<file path="src/rtl/add24_arbiter.sv">
// Two-requester front end for a shared 24-bit adder: arbitrates one operation per
// cycle into an operand register (S1) and captures the adder result into S2.
module add24_arbiter #(
  parameter int ARB_MODE = 0
) (
  input  logic        clk,
  input  logic        rst_n,
  input  logic        req0_valid,
  output logic        req0_ready,
  input  logic [23:0] req0_a,
  input  logic [23:0] req0_b,
  input  logic        req0_cin,
  input  logic        req1_valid,
  output logic        req1_ready,
  input  logic [23:0] req1_a,
  input  logic [23:0] req1_b,
  input  logic        req1_cin,
  output logic [23:0] adder_a,
  output logic [23:0] adder_b,
  output logic [1:0]  adder_kin,
  input  logic [24:0] adder_sum,
  output logic        res_valid,
  input  logic        res_ready,
  output logic [24:0] res_sum,
  output logic        res_id,
  output logic        busy
);

  // Handshake: a transfer happens on a rising edge where valid && ready are both
  // high; valid never waits on ready, ready may depend combinationally on valid.

  logic s1_valid;
  logic s1_id;
  logic last_grant;
  logic s2_load;
  logic can_accept;
  logic grant0;
  logic grant1;
  logic take0;
  logic take1;

  always_comb begin
    s2_load    = s1_valid && (!res_valid || res_ready);
    can_accept = !s1_valid || s2_load;
    grant0     = 1'b0;
    grant1     = 1'b0;
    if (ARB_MODE == 1) begin
      grant0 = req0_valid;
      grant1 = req1_valid && !req0_valid;
    end else begin
      // On contention the requester not served last wins.
      grant0 = req0_valid && (!req1_valid || last_grant);
      grant1 = req1_valid && (!req0_valid || !last_grant);
    end
    req0_ready = rst_n && grant0 && can_accept;
    req1_ready = rst_n && grant1 && can_accept;
    take0      = req0_valid && req0_ready;
    take1      = req1_valid && req1_ready;
    busy       = s1_valid || res_valid;
  end

  always_ff @(posedge clk or negedge rst_n) begin
    if (!rst_n) begin
      s1_valid   <= 1'b0;
      s1_id      <= 1'b0;
      adder_a    <= 24'd0;
      adder_b    <= 24'd0;
      adder_kin  <= 2'b00;
      last_grant <= 1'b1;
      res_valid  <= 1'b0;
      res_sum    <= 25'd0;
      res_id     <= 1'b0;
    end else begin
      if (take0) begin
        adder_a    <= req0_a;
        adder_b    <= req0_b;
        adder_kin  <= {2{req0_cin}};
        s1_id      <= 1'b0;
        s1_valid   <= 1'b1;
        last_grant <= 1'b0;
      end else if (take1) begin
        adder_a    <= req1_a;
        adder_b    <= req1_b;
        adder_kin  <= {2{req1_cin}};
        s1_id      <= 1'b1;
        s1_valid   <= 1'b1;
        last_grant <= 1'b1;
      end else if (s2_load) begin
        s1_valid <= 1'b0;
      end

      if (s2_load) begin
        res_sum   <= adder_sum;
        res_id    <= s1_id;
        res_valid <= 1'b1;
      end else if (res_valid && res_ready) begin
        res_valid <= 1'b0;
      end
    end
  end

endmodule

</file>
<file path="config.mk">
export PLATFORM = sky130hd
export DESIGN_NAME = add24_arbiter
export DESIGN_NICKNAME = d
export VERILOG_FILES = /design/src/rtl/add24_arbiter.sv
export SDC_FILE = /design/constraint.sdc
export NUM_CORES = 1
export LEC_CHECK = 0
export CAP_MARGIN = 5
export CORE_UTILIZATION = 41
export CTS_CLUSTER_DIAMETER = 40
export DETAILED_ROUTE_END_ITERATION = 8
export GPL_ROUTABILITY_DRIVEN = 0
export PLACE_DENSITY_LB_ADDON = 0.12
export SLEW_MARGIN = 20
export SYNTH_ARGS = -nofsm -noshare
export SYNTH_HDL_FRONTEND = slang
export SYNTH_SLANG_ARGS = --single-unit
</file>
<file path="constraint.sdc">
create_clock -name clk -period 2.4 [get_ports clk]
set_input_delay 0.48 -clock clk [delete_from_list [all_inputs] [get_ports clk]]
set_output_delay 0.48 -clock clk [all_outputs]
set_load 0.02 [all_outputs]
</file>
-- After elaboration in Yosys (flattened, before gate mapping)
Cells that the tools add are included.
- register bits: 80
- input bits: 128
- output and inout port bits: 80
- logic and storage cells: 45
- multiplexer cells: 13
- reductions and logical operators: 23
- operators with widths (operator ; count):
    24-bit 2-to-1 mux ; 4
    1-bit logical AND ; 10
    1-bit 2-to-1 mux ; 7
    1-bit logical NOT ; 5
    1-bit logical OR ; 5
    2-bit 2-to-1 mux ; 2
    2-bit nonzero test ; 2
    3-bit nonzero test ; 1

-- Depth between registers and ports, before layout
Gate-level depths: netlist (run 1).
- depth in word-level cells: 8
- gate-level depth with buffers: 5
- gate-level depth less buffers: 3

-- Least setup slack after synthesis (run 1)
OpenSTA, ideal clock, no wires.
- kind: input port to output port
- start: in req1_valid
- end: out req0_ready
- arrival time: 1328 ps
- required time: 1920 ps
- slack: 592 ps
- stages: 4
- cell sequence: nor2b_1 -> buf_2 -> buf_2 -> nor3_1
- longest elaborated chain between the ends: 5
- ends and longest elaborated chain (item ; RTL line ; text):
    start, declared ; 13 ; input logic req1_valid,
    1-bit logical NOT ; 52 ; grant0 = req0_valid && (!req1_valid || last_grant);
    1-bit logical OR ; 52 ;
    1-bit logical AND ; 52 ;
    1-bit logical AND (2 in series) ; 55 ; req0_ready = rst_n && grant0 && can_accept;
    end, declared ; 9 ; output logic req0_ready,
No other way between the ends.

-- Final worst setup path (run 1)
- start: in res_ready
- end: out req0_ready
- longest elaborated chain between the ends: 4
- ends and longest elaborated chain (item ; RTL line ; text):
    start, declared ; 23 ; input logic res_ready,
    1-bit logical OR ; 43 ; s2_load = s1_valid && (!res_valid || res_ready);
    1-bit logical AND ; 43 ;
    1-bit logical OR ; 44 ; can_accept = !s1_valid || s2_load;
    1-bit logical AND ; 55 ;
No other way between the ends.

==> impl_metrics.tcl, run 1 <==
set metrics [dict create \
    crit_arrival_ns 1.73 \
    r2r-end "adder_a[6]" \
    drc_errors 0 \
    layout_commonest_cell "clkdlybuf4s50_1" \
    worstPathMaxFanout 6 \
    yosysUniqueCellTypes 28 \
    ys_async_sr_fraction 1.00 \
    clk_pin_slew_worst_paths_ns 0.08 \
    seq_power_share 0.370 \
    area_growth_pct 65.8 \
    grt_overflow 0 \
    cts_buffers 9 \
    die_h_um 96.5 \
    tightest_slew_ns 0.573 \
    internal-power_w 0.00332 \
    slew_headroom 0.618 \
    cp-end-kind "primary output" \
    slowest_stage "clkdlybuf4s50_1" \
    cts_tree "built" \
    startpoint_type "input port" \
    peakVddDrop_v 0.000375 \
    design.core.area_um2 8680 \
    clockBufferDepth 2 \
    final.hold.worst_slack_ns 0.189 \
    finalWorstSetupSlack_ns 0.187 \
    crit_path_cell_trace "clkdlybuf4s50_1 -> nand3b_4 -> nand2_1 -> nor3_1 -> dlygate4sd2_1" \
    antenna_found_initial 0 \
    num_antenna_cells 0 \
    io_pins 208 \
    clock_skew_ns 0.00627 \
    worstReg2RegStart "last_grant" \
    r2r_slack_ns 0.68 \
    start_util 0.422 \
    portBuffers 207 \
    crit_required_ns 1.92 \
    setup_viol 0 \
    ctsHtreeMaxLevel 3 \
    die-area_um2 9300 \
    hpwl_um 7250 \
    synth_fp_nets 382 \
    grt_max_degree 84 \
    drt-pass1-iter-count 4 \
    finalMaxSlewViolations 0 \
    cts_sinks 79 \
    slowest_delay_ns 0.47 \
    tns_ns 0 \
    synth_top_area_share 0.534 \
    final_cell_mix "clkdlybuf4s50_1, dfrtp_1, o32ai_1, a2bb2oi_1, mux2_2" \
    clk_latency_ns 0.34 \
    grt_pass1_wl_um 14800 \
    p_sw_w 0.00146 \
    final_hold_viol_count 0 \
    fin_crit_sh 0.922 \
    vias_per_cell 5.41 \
    fmaxAchievable_ghz 0.452 \
    syn_area_um2 3660 \
    maxCapViolCount 0 \
    p_comb_frac 0.385 \
    cts_hold_buf 0 \
    finish.utilization 0.699 \
    syn_inst 254 \
    rsz0062_at_grt "no" \
    pre_cts_ws_ns -0.111 \
    fin_crit_ns 2.21 \
    drtIter0Drc 53 \
    timing_worst_setup_path_type "input port to primary output" \
    synthFlopType "dfrtp_1" \
    ys_warn_count 0 \
    routed_wl_um 10100 \
    fp-row-count 34 \
    synth_edf_count 0 \
    synthTopCellsByArea "dfrtp_1, o32ai_1, a2bb2oi_2" \
    post-synth-top-area-cell "dfrtp_1" \
    clock-root-buffer "clkbuf_8" \
    grt_pass1_vias 2992 \
    wl_per_cell_um 17.8 \
    seq_area_frac_synth 0.541 \
    clkPwrFrac 0.244 \
    vias 3059 \
    outcome "finished, final reports clean" \
    ys_ff_latch 79 \
    p_total_w 0.00478 \
    power.density_nw_per_um2 787 \
    worst-r2r-cell-count 4 \
    min_path_type "input port to async pin" \
    p_leak_nw 2.34 \
    syn_area_per_cell_um2 14.4 \
    swShare 0.306 \
    fin_nets 580 \
    gr-usage-all-layers 0.213 \
    ant_nets 0 \
    drive_above_1_share 0.204 \
    fp.dieW_um 96.5 \
]
-- synth_stat cells, drive strengths merged (2+ instances only) --
master,count
inv,2
nand2b,2
nor2b,2
nand2,3
o32ai,49
clkbuf,4
a31oi,2
buf,27
mux2,26
a2bb2oi,49
dfrtp,78
-- timing repair --
action,in CTS,in global routing
resized for setup,2,0
setup buffers,0,0
setup endpoints to repair,2,0
-- per-layer routing --
layer | global-route usage | share of wire
met5 | 0 | 0
met3 | 0.0571 | 0.079
met2 | 0.359 | 0.50
met1 | 0.255 | 0.40
met4 | 0.0907 | 0.018
-- critical path: cells and delay by family --
family,cells,cell delay [ns]
simple gates,3,0.42
buf+inv,2,0.83
-- how the worst max path moves through the flow --
| stage | from | endpoint | depth (start not counted) |
|---|---|---|---|
| 2_1_floorplan | req1_valid | req0_ready | 4 |
| 3_3_place_gp | res_ready | req0_ready | 5 |
| 3_5_place_dp | res_ready | req0_ready | 5 |
| 4_1_cts | res_ready | req0_ready | 5 |
| 5_1_grt | res_ready | req0_ready | 5 |
| 6_report | res_ready | req0_ready | 5 |
-- through the flow --
stage,cell area (µm²),std cells
finish,6070,565
global route,6070,565
CTS,6070,565
detailed placement,5830,549
global placement,5830,549
floorplan,3660,254
-- power groups by stage --
| stage | Combinational, W | Sequential (W) | Clock, W |
|---|---|---|---|
| CTS | 0.00186 | 0.00177 | 0.00120 |
| global route | 0.00195 | 0.00180 | 0.00126 |
| detailed placement | 0.00186 | 0.00179 | 0 |
| global placement | 0.00184 | 0.00178 | 0 |
| floorplan | 0.000612 | 0.00211 | 0 |
| finish | 0.00184 | 0.00177 | 0.00117 |
-- kinds of logic after synthesis --
group,count (synthesis),synth area share
mux,26,0.0800
buf+inv,33,0.0523
compound gates,104,0.303
flops,79,0.541
simple gates,12,0.0239
-- state kept, by name (all words and copies together) (netlist names) --
signal	cells
last_grant	1
adder_kin	1
s1_id	1
res_valid	1
s1_valid	1
adder_a	24
adder_b	24
res_sum	25
res_id	1
-- cell type report --
type	count	area, µm²
repair buffers	218	2210
inverters	2	7.51
clock inverters	6	109
multi-input cells	142	1500
fillers	636	2610
well taps	108	135
flip-flops and latches	79	1980
clock buffers	10	128
(Power assumes the default switching activity.)
==> run 2: changes to the inputs <==
--- a/config.mk
+++ b/config.mk
@@ -6,7 +6,7 @@
 export NUM_CORES = 1
 export LEC_CHECK = 0
 export CAP_MARGIN = 5
-export CORE_UTILIZATION = 41
+export CORE_UTILIZATION = 35
 export CTS_CLUSTER_DIAMETER = 40
 export DETAILED_ROUTE_END_ITERATION = 8
 export GPL_ROUTABILITY_DRIVEN = 0
@@ -15,3 +15,4 @@
 export SYNTH_ARGS = -nofsm -noshare
 export SYNTH_HDL_FRONTEND = slang
 export SYNTH_SLANG_ARGS = --single-unit
+export TNS_END_PERCENT = 20
==> constraint.sdc (replaced) <==
create_clock -name clk -period 1.9 [get_ports clk]
set_input_delay 0.38 -clock clk [delete_from_list [all_inputs] [get_ports clk]]
set_output_delay 0.38 -clock clk [all_outputs]
set_load 0.02 [all_outputs]
==> impl_metrics.tcl, run 2 (synthesis results as in run 1) <==
set metrics [dict create \
    outcome "finished, final reports clean" \
    fp.dieW_um 104 \
    grt_use_met2 0.307 \
    path_delay_family "buffers and inverters" \
    met3_usage 0.0583 \
    io_pins 208 \
    crit_arrival_ns 1.46 \
    vias_per_cell 5.13 \
    maxCapViolCount 0 \
    cp-end-kind "primary output" \
    gr-usage-all-layers 0.187 \
    cts_tree "built" \
    rsz0062_at_grt "no" \
    cts_setup_buffers 0 \
    tightest_slew_ns 0.761 \
    clk_latency_ns 0.34 \
    fin_crit_sh 0.967 \
    die-area_um2 10900 \
    slowest_stage "clkdlybuf4s50_1" \
    worstReg2RegStart "last_grant" \
    finalMaxSlewViolations 0 \
    routed_wl_um 10200 \
    largest_register "res_sum" \
    wl_per_cell_um 17.2 \
    peakVddDrop_v 0.000441 \
    finalWorstSetupSlack_ns 0.0629 \
    grt_pass1_vias 3173 \
    timing_worst_setup_path_type "input port to primary output" \
    final.hold.worst_slack_ns 0.00895 \
    grt_max_degree 61 \
    fin_nets 583 \
    crit_buf_inv 2 \
    ant_nets 0 \
    fmaxAchievable_ghz 0.544 \
    worstPathMaxFanout 3 \
    cts_buffers 9 \
    grt_busiest_layer "met2" \
    drtIter0Drc 95 \
    final_cell_mix "clkdlybuf4s50_1, dfrtp_1, o32ai_1, a2bb2oi_1, mux2_2" \
    largest_reg_flops 25 \
    crit_required_ns 1.52 \
    drc_errors 0 \
    crit_path_cell_trace "clkdlybuf4s50_1 -> nand3b_4 -> nand2_1 -> nor3_1 -> buf_2" \
    final_hold_viol_count 0 \
    die_h_um 104 \
    power.density_nw_per_um2 980 \
    antenna_found_initial 1 \
    vias 3040 \
    slew_headroom 0.493 \
    r2r_slack_ns 0.19 \
    min_path_type "input port to async pin" \
    start_util 0.368 \
    design.core.area_um2 9950 \
    layout_commonest_cell "clkdlybuf4s50_1" \
    placed_area_um2 5870 \
    clock_skew_ns 0.0131 \
    grt_overflow 0 \
    top_regs "res_sum (25), adder_a (24), adder_b (24)" \
    fin_crit_ns 1.84 \
    portBuffers 207 \
    p_leak_nw 2.35 \
    fillers 818 \
    clock-root-buffer "clkbuf_8" \
    clk_pin_slew_worst_paths_ns 0.08 \
    ctsHtreeMaxLevel 3 \
    finish.utilization 0.612 \
    slowest_delay_ns 0.47 \
    fp-row-count 36 \
    pre_cts_ws_ns -0.400 \
    grt_pass1_wl_um 16200 \
    drive_above_1_share 0.217 \
    p_total_w 0.00597 \
    clockBufferDepth 2 \
    setup_viol 0 \
    design_area_um2 6090 \
    area_growth_pct 66.5 \
    drt-pass1-iter-count 4 \
    worst-r2r-cell-count 4 \
    hpwl_um 7200 \
    r2r-end "adder_a[1]" \
    startpoint_type "input port" \
    cts_sinks 79 \
    num_antenna_cells 0 \
    use_met1 0.230 \
]
[run 2: cell types whose count changed in the layout (fill, tap and decap cells not counted), sizes merged]
cell,delta
bufinv,-1
buf,+5
dlymetal6s2s,+1
dlygate4sd2,-2
clkbuf,+1
inv,+1
clkdlybuf4s50,-2
[run 2: per-stage QoR]
| stage | TNS (ns) | instances |
|---|---|---|
| finish | 0 | 593 |
| global route | 0 | 593 |
| CTS | 0 | 593 |
| detailed placement | -6.17 | 577 |
| global placement | -5.50 | 577 |
| floorplan | 0 | 254 |
[run 2: what timing repair did]
action	CTS	global route
endpoints found under the setup margin	3	2
hold buffers	0	0
resized for setup	11	2
[run 2: power by group]
| part | internal (W) | leakage (nW) | total [W] | switching [W] |
|---|---|---|---|---|
| Clock | 0.000783 | 0.117 | 0.00141 | 0.000624 |
| Combinational | 0.00129 | 1.35 | 0.00233 | 0.00104 |
| Sequential | 0.00203 | 0.878 | 0.00223 | 0.000206 |
[run 2: metal layers]
layer | up-vias | share of wire
met3 | 17 | 0.081
met2 | 131 | 0.47
li1 | 1423 | -
met5 | - | 0
met1 | 1469 | 0.42
met4 | 0 | 0.021
[run 2: how the worst max path moves through the flow]
stage | slack [ns] | end | depth (start not counted) | start
3_5_place_dp | -0.40 | req0_ready | 5 | res_ready
3_3_place_gp | -0.38 | req0_ready | 5 | res_ready
2_1_floorplan | 0.21 | req0_ready | 4 | last_grant
6_report | 0.06 | req0_ready | 5 | res_ready
5_1_grt | 0.008 | req0_ready | 5 | res_ready
4_1_cts | 0.005 | busy | 3 | res_valid
[run 2: worst register-to-register path, delay by kind of cell (launching register included)]
family	cells	cell delay [ns]
buffers and inverters	1	0.46
DFF	1	0.58
AOI/OAI and AO/OA	3	0.59
[run 2: final cells by class]
| cell class | instances | area [µm²] | share of cell area |
|---|---|---|---|
| multi-input combinational | 142 | 1500 | 0.246 |
| timing repair buffer | 221 | 2210 | 0.363 |
| clock inverter | 6 | 91.3 | 0.0150 |
| inverter | 2 | 7.51 | 0.00123 |
| clock buffer | 10 | 138 | 0.0226 |
| tap | 133 | 166 | 0.0273 |
| sequential | 79 | 1980 | 0.325 |
